`src/rtl/plic_claim_engine.sv`:
```
// rtl/plic_claim_engine.sv - AXI4 master running the PLIC claim/complete handshake for one hart context
module plic_claim_engine #(
  parameter int          ADDR_WIDTH = 32,
  parameter int          ID_WIDTH   = 2,
  parameter logic [31:0] PLIC_BASE  = 32'h0,
  parameter int          CONTEXT    = 0,
  parameter int          HOLDOFF    = 16
) (
  input  logic                  clk_i,
  input  logic                  rst_i,
  input  logic                  irq_i,
  output logic [31:0]           id_o,
  output logic                  id_valid_o,
  input  logic                  id_ready_i,
  input  logic                  done_i,
  output logic                  busy_o,
  output logic                  err_o,
  output logic [15:0]           claim_cnt_o,
  output logic [ID_WIDTH-1:0]   m_axi_arid,
  output logic [ADDR_WIDTH-1:0] m_axi_araddr,
  output logic [7:0]            m_axi_arlen,
  output logic [2:0]            m_axi_arsize,
  output logic [1:0]            m_axi_arburst,
  output logic                  m_axi_arvalid,
  input  logic                  m_axi_arready,
  input  logic [ID_WIDTH-1:0]   m_axi_rid,
  input  logic [31:0]           m_axi_rdata,
  input  logic [1:0]            m_axi_rresp,
  input  logic                  m_axi_rlast,
  input  logic                  m_axi_rvalid,
  output logic                  m_axi_rready,
  output logic [ID_WIDTH-1:0]   m_axi_awid,
  output logic [ADDR_WIDTH-1:0] m_axi_awaddr,
  output logic [7:0]            m_axi_awlen,
  output logic [2:0]            m_axi_awsize,
  output logic [1:0]            m_axi_awburst,
  output logic                  m_axi_awvalid,
  input  logic                  m_axi_awready,
  output logic [31:0]           m_axi_wdata,
  output logic [3:0]            m_axi_wstrb,
  output logic                  m_axi_wlast,
  output logic                  m_axi_wvalid,
  input  logic                  m_axi_wready,
  input  logic [ID_WIDTH-1:0]   m_axi_bid,
  input  logic [1:0]            m_axi_bresp,
  input  logic                  m_axi_bvalid,
  output logic                  m_axi_bready
);

  localparam logic [31:0] CTX_OFFSET = 32'h1000 * 32'(CONTEXT);
  localparam logic [31:0] CLAIM_ADDR = PLIC_BASE + 32'h0020_0004 + CTX_OFFSET;
  localparam logic [15:0] HOLD_LOAD  = 16'(HOLDOFF);

  typedef enum logic [2:0] {
    IDLE, AR, R, PRESENT, SERVICE, WR, B, HOLD
  } state_t;

  state_t      state;
  logic [15:0] hold_cnt;
  logic [15:0] claim_cnt;
  logic        unused_inputs;

  assign m_axi_arid    = '0;
  assign m_axi_awid    = '0;
  assign m_axi_araddr  = ADDR_WIDTH'(CLAIM_ADDR);
  assign m_axi_awaddr  = ADDR_WIDTH'(CLAIM_ADDR);
  assign m_axi_arlen   = 8'd0;
  assign m_axi_awlen   = 8'd0;
  assign m_axi_arsize  = 3'b010;
  assign m_axi_awsize  = 3'b010;
  assign m_axi_arburst = 2'b01;
  assign m_axi_awburst = 2'b01;
  assign m_axi_wdata   = id_o;
  assign m_axi_wstrb   = 4'hF;
  assign m_axi_wlast   = 1'b1;
  assign claim_cnt_o   = claim_cnt;
  assign unused_inputs = ^{m_axi_rid, m_axi_rlast, m_axi_bid};

  always_ff @(posedge clk_i or posedge rst_i) begin
    if (rst_i) begin
      state         <= IDLE;
      hold_cnt      <= '0;
      claim_cnt     <= '0;
      id_o          <= '0;
      id_valid_o    <= 1'b0;
      busy_o        <= 1'b0;
      err_o         <= 1'b0;
      m_axi_arvalid <= 1'b0;
      m_axi_rready  <= 1'b0;
      m_axi_awvalid <= 1'b0;
      m_axi_wvalid  <= 1'b0;
      m_axi_bready  <= 1'b0;
    end else begin
      case (state)
        IDLE: begin
          if (irq_i && hold_cnt == 16'd0) begin
            state         <= AR;
            m_axi_arvalid <= 1'b1;
            busy_o        <= 1'b1;
          end
        end
        AR: begin
          if (m_axi_arready) begin
            state         <= R;
            m_axi_arvalid <= 1'b0;
            m_axi_rready  <= 1'b1;
          end
        end
        R: begin
          if (m_axi_rvalid) begin
            m_axi_rready <= 1'b0;
            if (m_axi_rresp != 2'b00) begin
              err_o    <= 1'b1;
              hold_cnt <= HOLD_LOAD;
              state    <= HOLD;
            end else if (m_axi_rdata == 32'd0) begin
              hold_cnt <= HOLD_LOAD;
              state    <= HOLD;
            end else begin
              id_o       <= m_axi_rdata;
              id_valid_o <= 1'b1;
              if (claim_cnt != 16'hFFFF) claim_cnt <= claim_cnt + 16'd1;
              state      <= PRESENT;
            end
          end
        end
        PRESENT: begin
          if (id_ready_i) begin
            id_valid_o <= 1'b0;
            state      <= SERVICE;
          end
        end
        SERVICE: begin
          if (done_i) begin
            m_axi_awvalid <= 1'b1;
            m_axi_wvalid  <= 1'b1;
            state         <= WR;
          end
        end
        WR: begin
          // AW and W retire independently; move on once neither is still pending
          if (m_axi_awready) m_axi_awvalid <= 1'b0;
          if (m_axi_wready)  m_axi_wvalid  <= 1'b0;
          if ((!m_axi_awvalid || m_axi_awready) && (!m_axi_wvalid || m_axi_wready)) begin
            m_axi_bready <= 1'b1;
            state        <= B;
          end
        end
        B: begin
          if (m_axi_bvalid) begin
            if (m_axi_bresp != 2'b00) err_o <= 1'b1;
            m_axi_bready <= 1'b0;
            busy_o       <= 1'b0;
            state        <= IDLE;
          end
        end
        HOLD: begin
          // HOLD plus the IDLE cycle that follows it span HOLDOFF cycles before the next AR
          if (hold_cnt <= 16'd2) begin
            hold_cnt <= '0;
            busy_o   <= 1'b0;
            state    <= IDLE;
          end else begin
            hold_cnt <= hold_cnt - 16'd1;
          end
        end
        default: begin
          state  <= IDLE;
          busy_o <= 1'b0;
        end
      endcase
    end
  end

endmodule
```
`config.mk`:
```
export PLATFORM = sky130hd
export DESIGN_NAME = plic_claim_engine
export DESIGN_NICKNAME = d
export VERILOG_FILES = /design/src/rtl/plic_claim_engine.sv
export SDC_FILE = /design/constraint.sdc
export NUM_CORES = 1
export LEC_CHECK = 0
export BUFFER_PORTS_ARGS = -buffer_cell sky130_fd_sc_hd__buf_2
export CAP_MARGIN = 20
export CORE_AREA = 2 2 104 106
export CTS_BUF_LIST = sky130_fd_sc_hd__clkbuf_16
export DETAILED_ROUTE_END_ITERATION = 7
export DIE_AREA = 0 0 106 108
export PLACE_DENSITY_LB_ADDON = 0.3
export SLEW_MARGIN = 40
export SYNTH_ARGS = -nofsm -noshare
export SYNTH_HDL_FRONTEND = slang
export SYNTH_SLANG_ARGS = --single-unit
```
`constraint.sdc`:
```
create_clock -name clk_i -period 2.86 [get_ports clk_i]
set_clock_uncertainty 0.15 [all_clocks]
set_input_delay 0.143 -clock clk_i [delete_from_list [all_inputs] [get_ports clk_i]]
set_output_delay 0.143 -clock clk_i [all_outputs]
set_load 0.01 [all_outputs]
```
==> qor.txt, run 1 <==
Outcome: finished, final reports clean
Post-route cell area: 0.005604 sq mm
Nets: 659
Worst Tran Pin Value: 0.7014 ns
Vias per cell: 4.817
Residual DRC: 0
Post-route ant nets: 0
Clock latency on the worst-skew pair: 0.33 ns
Synthesized instance count: 460
Total Wirelength: 10990 um
Max_cap viols: 0
Initial Util: 0.4579
Yosys top cell area share: 0.4006
RSZ-0062 raised after global routing: false
Setup TNS: 0 ns
Buf+Inv Stages, Crit Path: 3
Sw Share: 0.3773
Max-Slew Margin vs Limit: 0.5317
Gate power share: 0.402
Post-synth EDFFs: 0
DP Wirelength: 7712 um
Synth Area per Inst: 10.18 sq um
Worst Hold Class: input pin to register
Worst Hold End: m_axi_bready
Min-delay src: m_axi_bvalid
Hold Crit Depth: 4
# diodes: 0
CP Launch Type: input pin
Largest net degree at the start of global routing: 44
Non-Filler Instances: 744
Cell with the most instances after synthesis: buf_4
Synthesized area: 0.004684 sq mm
Critical Path AT: 2.56 ns
Top cells by count, synth: 131 x buf_4, 75 x dfrtp_1, 35 x mux2_2
DP Area: 0.004938 sq mm
CTS tree: yes
Initial antenna violation count: 0
Hold Vio Cnt, Final: 0
Post-CTS resize count: 0
Max Root-Sink Buffers: 2
Cell Chain, Critical Path: dlygate4sd3_1, buf_2, nor4_1, nand4_1, o211ai_4, buf_12, mux2_2
Clock-pin slew on the worst setup and hold paths: 0.06 ns
Chip height: 108 um
Largest cells by area after synthesis: dfrtp_1 40%, buf_4 21%, mux2_2 8.4%, a221o_1 2.4%, nor4_2 2.1%
Synthesized flop and latch total: 75
Iter 0 DRT Violations: 174
I/O Buffers: 133
Core Area: 0.01023 sq mm
Clk pwr share: 0.230
# clock sinks: 75
1st-pass router iterations: 6
First-pass GRT wire length: 16930 um
RR Endpoint: hold_cnt[12]
R2R setup slack: 0.45 ns
Vias in the first global route: 3293
Fin crit period: 2.494 ns
F_max: 401.0 MHz
RD Place Congestion: 0.7889
Die ar.: 0.01145 sq mm
Post-synth top area cell: dfrtp_1
Max stage delay cell, worst path: dlygate4sd3_1
Worst reg2reg startpoint: hold_cnt[0]
Aggregate global routing overflow: 0
Crit-path max FO: 32
CTS buffer count: 9
H-tree levels: 3
Die Span X: 106 um
Period utilization: 0.8719
Final setup fails: 0
Most used DFF post-synth: dfrtp_1
Critical Path End Type: register
Sequential share of power: 0.367
Area delta synth->final: 19.63%
Depth of the most critical reg-to-reg path: 7
CTS Root Cell: clkbuf_16
Ys Warns: 0
Max stage delay on crit path: 0.53 ns
Sw power: 1.741 mW
Placed Cells: 690
Count of unique library cells instantiated by Yosys: 57
Fraction of registers with async set/reset: 1.000
Post-synthesis sequential area ratio: 0.4006
GRT Total Usage: 0.1898
Via count: 3584
Detailed-route wire length per cell: 14.77 um
Number of top-level pins: 238
Critical path type: input pin to register
Cell internal pwr: 2.874 mW
Lkg Pwr: 2.975 nW
VDD IR max: 0.0003129 V
Data required, critical path: 2.92 ns
Max Slew Vio Count: 0
Pwr per Cell Area: 823.6 mW/mm^2
Rows: 37
Critical path's top delay family: buffers and inverters
Layout cells sized above 1: 0.3355
[sequential cells by signal, indices dropped and copies added, names as in the netlist]
| name | count |
|---|---|
| m_axi_wvalid | 1 |
| hold_cnt | 16 |
| err_o | 1 |
| state | 3 |
| m_axi_arvalid | 1 |
| busy_o | 1 |
| m_axi_rready | 1 |
| m_axi_awvalid | 1 |
| id_valid_o | 1 |
| m_axi_bready | 1 |
| id_o | 32 |
| claim_cnt_o | 16 |
[power by group through the flow]
stage	Combinational (mW)	Clock, mW	Sequential [mW]
final	1.86	1.06	1.70
after global routing	2.05	1.14	1.75
after CTS	1.86	1.09	1.69
after detailed placement	1.79	0	1.70
after global placement	1.75	0	1.68
after floorplan	1.34	0	1.74
[placed cells by master, fill, tap and decap left out, types with 9 or more instances in the layout]
cell | synthesis | routed
a21oi_1 | 10 | 10
a221o_1 | 11 | 11
buf_2 | 6 | 133
clkbuf_16 | 0 | 9
conb_1 | 2 | 99
dfrtp_1 | 75 | 75
dlygate4sd3_1 | 0 | 39
inv_1 | 10 | 11
mux2_2 | 35 | 35
nand2_1 | 21 | 21
nand3_1 | 10 | 10
nor2_1 | 18 | 18
nor3_1 | 12 | 12
nor4_1 | 11 | 11
o21ai_0 | 9 | 9
xor2_1 | 11 | 11
[final cells by class]
cell class | count | area [sq um]
Tap cell | 136 | 170.2
Timing Repair Buffer | 179 | 1134
Multi-Input combinational cell | 329 | 2111
Sequential cell | 75 | 1877
Clock inverter | 6 | 50.05
Fill cell | 916 | 4627
Inverter | 10 | 37.54
Clock buffer | 9 | 225.2
[worst reg2reg max path, cell delays in order (launching register included)]
cell and delay, ns:
dfrtp_1 0.39, inv_1 0.13, ha_1 0.20, nor3b_2 0.28, nand3_1 0.24, or3_1 0.39, and2_0 0.18, a221o_1 0.33
[through the flow]
step                power (mW)  setup slack (ns)  utilization  hold WS, ns
detailed placement       3.493            0.4498       0.4827       0.1435
CTS                      4.638            0.3365       0.5478      0.02154
floorplan                3.089            0.6570            -       0.1341
finish                   4.616            0.3664       0.5478      0.03126
global route             4.943            0.2090       0.5478      0.04162
global placement         3.430            0.5044       0.4816       0.1427
[routing by layer]
layer	up-vias	GRT usage	part of all wire
met5	-	0	0
met4	0	0.07613	0.014
met3	16	0.04581	0.072
met2	149	0.3180	0.49
met1	1727	0.2376	0.43
li1	1692	-	-
[kinds of logic (layout without fill, tap and decap cells)]
| family | after synthesis | count (layout) | share of synthesized area |
|---|---|---|---|
| AOI/OAI and AO/OA | 58 | 58 | 0.09749 |
| xor gates and xnor gates | 13 | 13 | 0.02431 |
| adders and majority gates | 4 | 4 | 0.01068 |
| buffers and inverters | 153 | 204 | 0.2308 |
| DFF | 75 | 75 | 0.4006 |
| muxes | 35 | 35 | 0.08414 |
| other | 2 | 99 | 0.001603 |
| and+or+nand+nor | 120 | 120 | 0.1504 |
[repair_timing]
item                      CTS  global route
hold buffers               39             0
buffers inserted            0             0
hold endpoints to repair   69             0
[worst max path at each step]
stage	from	end	slack, ns	cells past startpoint
floorplan	rst_i	busy_o	0.66	1
global placement	hold_cnt[13]	hold_cnt[14]	0.50	5
detailed placement	hold_cnt[12]	hold_cnt[11]	0.45	5
CTS	m_axi_rdata[23]	id_o[24]	0.34	7
global route	m_axi_rdata[24]	id_o[30]	0.21	7
finish	m_axi_rdata[19]	id_o[26]	0.37	7
Power figures use the tool's default switching activity.
==> run 2: changes to the inputs <==
--- a/config.mk
+++ b/config.mk
@@ -7,10 +7,10 @@
 export LEC_CHECK = 0
 export BUFFER_PORTS_ARGS = -buffer_cell sky130_fd_sc_hd__buf_2
 export CAP_MARGIN = 20
-export CORE_AREA = 2 2 104 106
-export CTS_BUF_LIST = sky130_fd_sc_hd__clkbuf_16
+export CORE_AREA = 2 2 102 104
+export CTS_BUF_LIST = sky130_fd_sc_hd__clkbuf_4
 export DETAILED_ROUTE_END_ITERATION = 7
-export DIE_AREA = 0 0 106 108
+export DIE_AREA = 0 0 104 106
 export PLACE_DENSITY_LB_ADDON = 0.3
 export SLEW_MARGIN = 40
 export SYNTH_ARGS = -nofsm -noshare
==> qor.txt, run 2 (same netlist as run 1, synthesis figures left out) <==
Max-Slew Margin vs Limit: 0.5490
Max Slew Vio Count: 0
RD Place Congestion: 0.8224
Depth of the most critical reg-to-reg path: 5
Die Span X: 104 um
Worst Hold End: err_o
CTS Root Cell: clkbuf_4
Critical Path End Type: register
Area delta synth->final: 17.63%
DP Area: 0.004931 sq mm
Die ar.: 0.01102 sq mm
Cts hold-fix bufs: 43
Setup TNS: 0 ns
Iter 0 DRT Violations: 133
CTS tree: yes
Worst reg2reg startpoint: hold_cnt[12]
Lkg Pwr: 2.928 nW
Vias per cell: 4.751
Routed wl met2: 5191 um
Post-route ant nets: 0
Outcome: finished, final reports clean
RSZ-0062 raised after global routing: false
Pwr per Cell Area: 768.7 mW/mm^2
First-pass GRT wire length: 16660 um
H-tree levels: 3
Critical path type: input pin to register
Commonest non-fill, non-tap cell in the layout: buf_2
Max Root-Sink Buffers: 2
CTS buffer count: 9
Hold Vio Cnt, Final: 0
Critical Path AT: 2.63 ns
Residual DRC: 0
Pwr Total: 4.236 mW
WL met3: 547 um
Vias in the first global route: 3318
Clock latency on the worst-skew pair: 0.42 ns
Worst Tran Pin Value: 0.6756 ns
Initial Util: 0.4685
GRT Total Usage: 0.1872
Nets: 662
RR Endpoint: hold_cnt[12]
Initial antenna violation count: 0
VDD IR max: 0.0003325 V
Worst Hold Class: input pin to register
Layout cells sized above 1: 0.3355
Chip height: 106 um
Final setup fails: 0
Non-Filler Instances: 747
I/O Buffers: 133
Fin crit period: 2.482 ns
CP Launch Type: input pin
Max_cap viols: 0
Crit-path max FO: 32
Commonest cells after routing, fill and taps aside: 133 x buf_2, 99 x conb_1, 75 x dfrtp_1
Max reg flops: 32
Data required, critical path: 3.01 ns
DR top layer: met4
Via count: 3549
M1 WL: 4735 um
Period utilization: 0.8678
# clock sinks: 75
Number of top-level pins: 238
Total Wirelength: 10630 um
Core Area: 0.01000 sq mm
Clock-pin slew on the worst setup and hold paths: 0.13 ns
Placed Cells: 689
Largest Register: id_o
F_max: 402.9 MHz
Min-delay src: m_axi_bresp[0]
Post-CTS resize count: 0
DP Wirelength: 7417 um
# diodes: 0
Post-CTS setup buffer count: 0
Aggregate global routing overflow: 0
1st-pass router iterations: 4
R2R setup slack: 0.43 ns
Hold Crit Depth: 4
Detailed-route wire length per cell: 14.23 um
Largest net degree at the start of global routing: 46
Rows: 37
Fillers: 892
Post-route cell area: 0.005510 sq mm
## run 2: how the worst max path moves through the flow
| stage | from | endpoint | slack (ns) |
|---|---|---|---|
| after floorplan | rst_i | busy_o | 0.66 |
| after global placement | hold_cnt[12] | hold_cnt[13] | 0.50 |
| after detailed placement | hold_cnt[12] | hold_cnt[12] | 0.45 |
| after CTS | m_axi_rdata[19] | id_o[21] | 0.42 |
| after global routing | m_axi_rdata[27] | id_o[21] | 0.25 |
| final | m_axi_rdata[20] | id_o[19] | 0.38 |
## run 2: final cells by class
class,count,area (sq um),area share
Clock buffer,9,67.56,0.01226
Clock inverter,6,81.33,0.01476
Inverter,10,37.54,0.006812
Multi-Input combinational cell,329,2111,0.3831
Sequential cell,75,1877,0.3406
Tap cell,136,170.2,0.03088
Timing Repair Buffer,182,1166,0.2116
## run 2: power by group
| group | switching [mW] | internal, mW |
|---|---|---|
| Clock | 0.376 | 0.345 |
| Sequential | 0.308 | 1.37 |
| Combinational | 0.999 | 0.833 |
## run 2: critical path, stage by stage
cell,delay (ns)
dlygate4sd3_1,0.56
buf_2,0.14
nor4_1,0.37
nand4_1,0.33
o211ai_4,0.45
buf_12,0.26
mux2_2,0.36
## run 2: metal layers
metal,GRT usage,vias up
li1,-,1689
met2,0.3111,141
met3,0.03004,13
met4,0.07239,0
met1,0.2467,1706
met5,0,-
## run 2: stage by stage
stage	utilization	setup slack, ns	hold WS [ns]
floorplan	-	0.6570	0.1341
global placement	0.4920	0.5025	0.1260
detailed placement	0.4931	0.4493	0.1352
CTS	0.5511	0.4199	0.01750
global route	0.5511	0.2532	0.04661
finish	0.5511	0.3782	0.03198
==> run 3: changes to the inputs <==
--- a/config.mk
+++ b/config.mk
@@ -11,6 +11,7 @@
 export CTS_BUF_LIST = sky130_fd_sc_hd__clkbuf_4
 export DETAILED_ROUTE_END_ITERATION = 7
 export DIE_AREA = 0 0 104 106
+export HOLD_SLACK_MARGIN = 0.05
 export PLACE_DENSITY_LB_ADDON = 0.3
 export SLEW_MARGIN = 40
 export SYNTH_ARGS = -nofsm -noshare
==> qor.txt, run 3 (same netlist as run 1, synthesis figures left out) <==
Number of top-level pins: 238
Period utilization: 0.8671
Initial antenna violation count: 0
Post-route worst setup slack: 0.3800 ns
Met3 Usage GRT: 0.03004
CTS Root Cell: clkbuf_4
Final setup fails: 0
Crit-path max FO: 32
Layout Utilization: 0.5541
Total Wirelength: 10660 um
Max stage delay on crit path: 0.56 ns
Residual DRC: 0
Critical Path AT: 2.63 ns
I/O Buffers: 133
CTS buffer count: 9
Hold Crit Depth: 4
Nets: 665
Post-CTS setup buffer count: 0
Met1 Track Usage GR: 0.2467
Initial Util: 0.4685
H-tree levels: 3
Pwr Total: 4.240 mW
Worst Hold Class: input pin to register
DP Wirelength: 7417 um
Fillers: 890
Worst hold slack: 0.1290 ns
Non-Filler Instances: 750
Max_cap viols: 0
CTS tree: yes
Die ar.: 0.01102 sq mm
Vias in the first global route: 3345
Clock-pin slew on the worst setup and hold paths: 0.13 ns
Pre-CTS setup slack: 0.4493 ns
Cell Chain, Critical Path: dlygate4sd3_1, buf_2, nor4_1, nand4_1, o211ai_4, buf_12, mux2_2
Iter 0 DRT Violations: 113
Die Span X: 104 um
FF/Latch Area: 0.001877 sq mm
Post-CTS resize count: 0
DP Area: 0.004931 sq mm
# clock sinks: 75
Clock latency on the worst-skew pair: 0.43 ns
GR Layer Usage met2: 0.3102
Largest net degree at the start of global routing: 46
Rows: 37
Aggregate global routing overflow: 0
Core Area: 0.01000 sq mm
1st-pass router iterations: 4
Critical path type: input pin to register
Largest Register: id_o
Outcome: finished, final reports clean
Fin crit period: 2.480 ns
Area delta synth->final: 18.27%
RD Place Congestion: 0.8224
Post-route ant nets: 0
Max reg flops: 32
Max stage delay cell, worst path: dlygate4sd3_1
Setup TNS: 0 ns
F_max: 403.2 MHz
Data required, critical path: 3.01 ns
Pwr per Cell Area: 765.2 mW/mm^2
Max Root-Sink Buffers: 2
# diodes: 0
Lkg Pwr: 2.940 nW
Post-route cell area: 0.005540 sq mm
Placed Cells: 689
Worst Tran Pin Value: 0.6772 ns
Buf+Inv Stages, Crit Path: 3
CP Launch Type: input pin
Hold Vio Cnt, Final: 0
VDD IR max: 0.0003326 V
Depth of the most critical reg-to-reg path: 5
R2R setup slack: 0.43 ns
Critical path's top delay family: buffers and inverters
First-pass GRT wire length: 16690 um
Most Used Layer, Global Route: met2
Commonest non-fill, non-tap cell in the layout: buf_2
Multi-input combinational cell area: 0.002111 sq mm
Layout cells sized above 1: 0.3339
GRT Total Usage: 0.1875
Chip height: 106 um
Max-Slew Margin vs Limit: 0.5479
Via count: 3552
CP Depth: 7
Cts hold-fix bufs: 46
Vias per cell: 4.736
Detailed-route wire length per cell: 14.21 um
Commonest cells after routing, fill and taps aside: 133 x buf_2, 99 x conb_1, 75 x dfrtp_1
RSZ-0062 raised after global routing: false
Critical Path End Type: register
Max Slew Vio Count: 0
## run 3: worst paths after layout
check                          endpoint             from
max                            id_o[19]  m_axi_rdata[20]
min                               err_o   m_axi_rresp[0]
max reg2reg                hold_cnt[12]     hold_cnt[12]
min reg2reg                       err_o            err_o
max in group asynchronous  hold_cnt[11]            rst_i
min in group asynchronous      id_o[26]            rst_i
## run 3: metal layers
metal | wire length [um] | up-vias
met5 | 0 | -
li1 | - | 1695
met1 | 4772 | 1709
met4 | 157 | 0
met3 | 528 | 13
met2 | 5202 | 135
## run 3: area by class of cell
type | instances | area share
Tap cell | 136 | 0.03071
Clock inverter | 6 | 0.01468
Multi-Input combinational cell | 329 | 0.3810
Timing Repair Buffer | 185 | 0.2159
Clock buffer | 9 | 0.01220
Sequential cell | 75 | 0.3388
Inverter | 10 | 0.006775
## run 3: power breakdown
group          internal, mW  leakage (nW)  switching, mW
clock network         0.344        0.0808          0.374
logic                 0.836          1.89           1.00
registers              1.37         0.968          0.309
## run 3: worst register-to-register path, cell delays in order (launching register included)
cell and delay [ns]:
dfrtp_1 0.46, nor4_2 0.34, nand4_1 0.35, o21ai_1 0.62
nor3_1 0.12, a221o_1 0.29
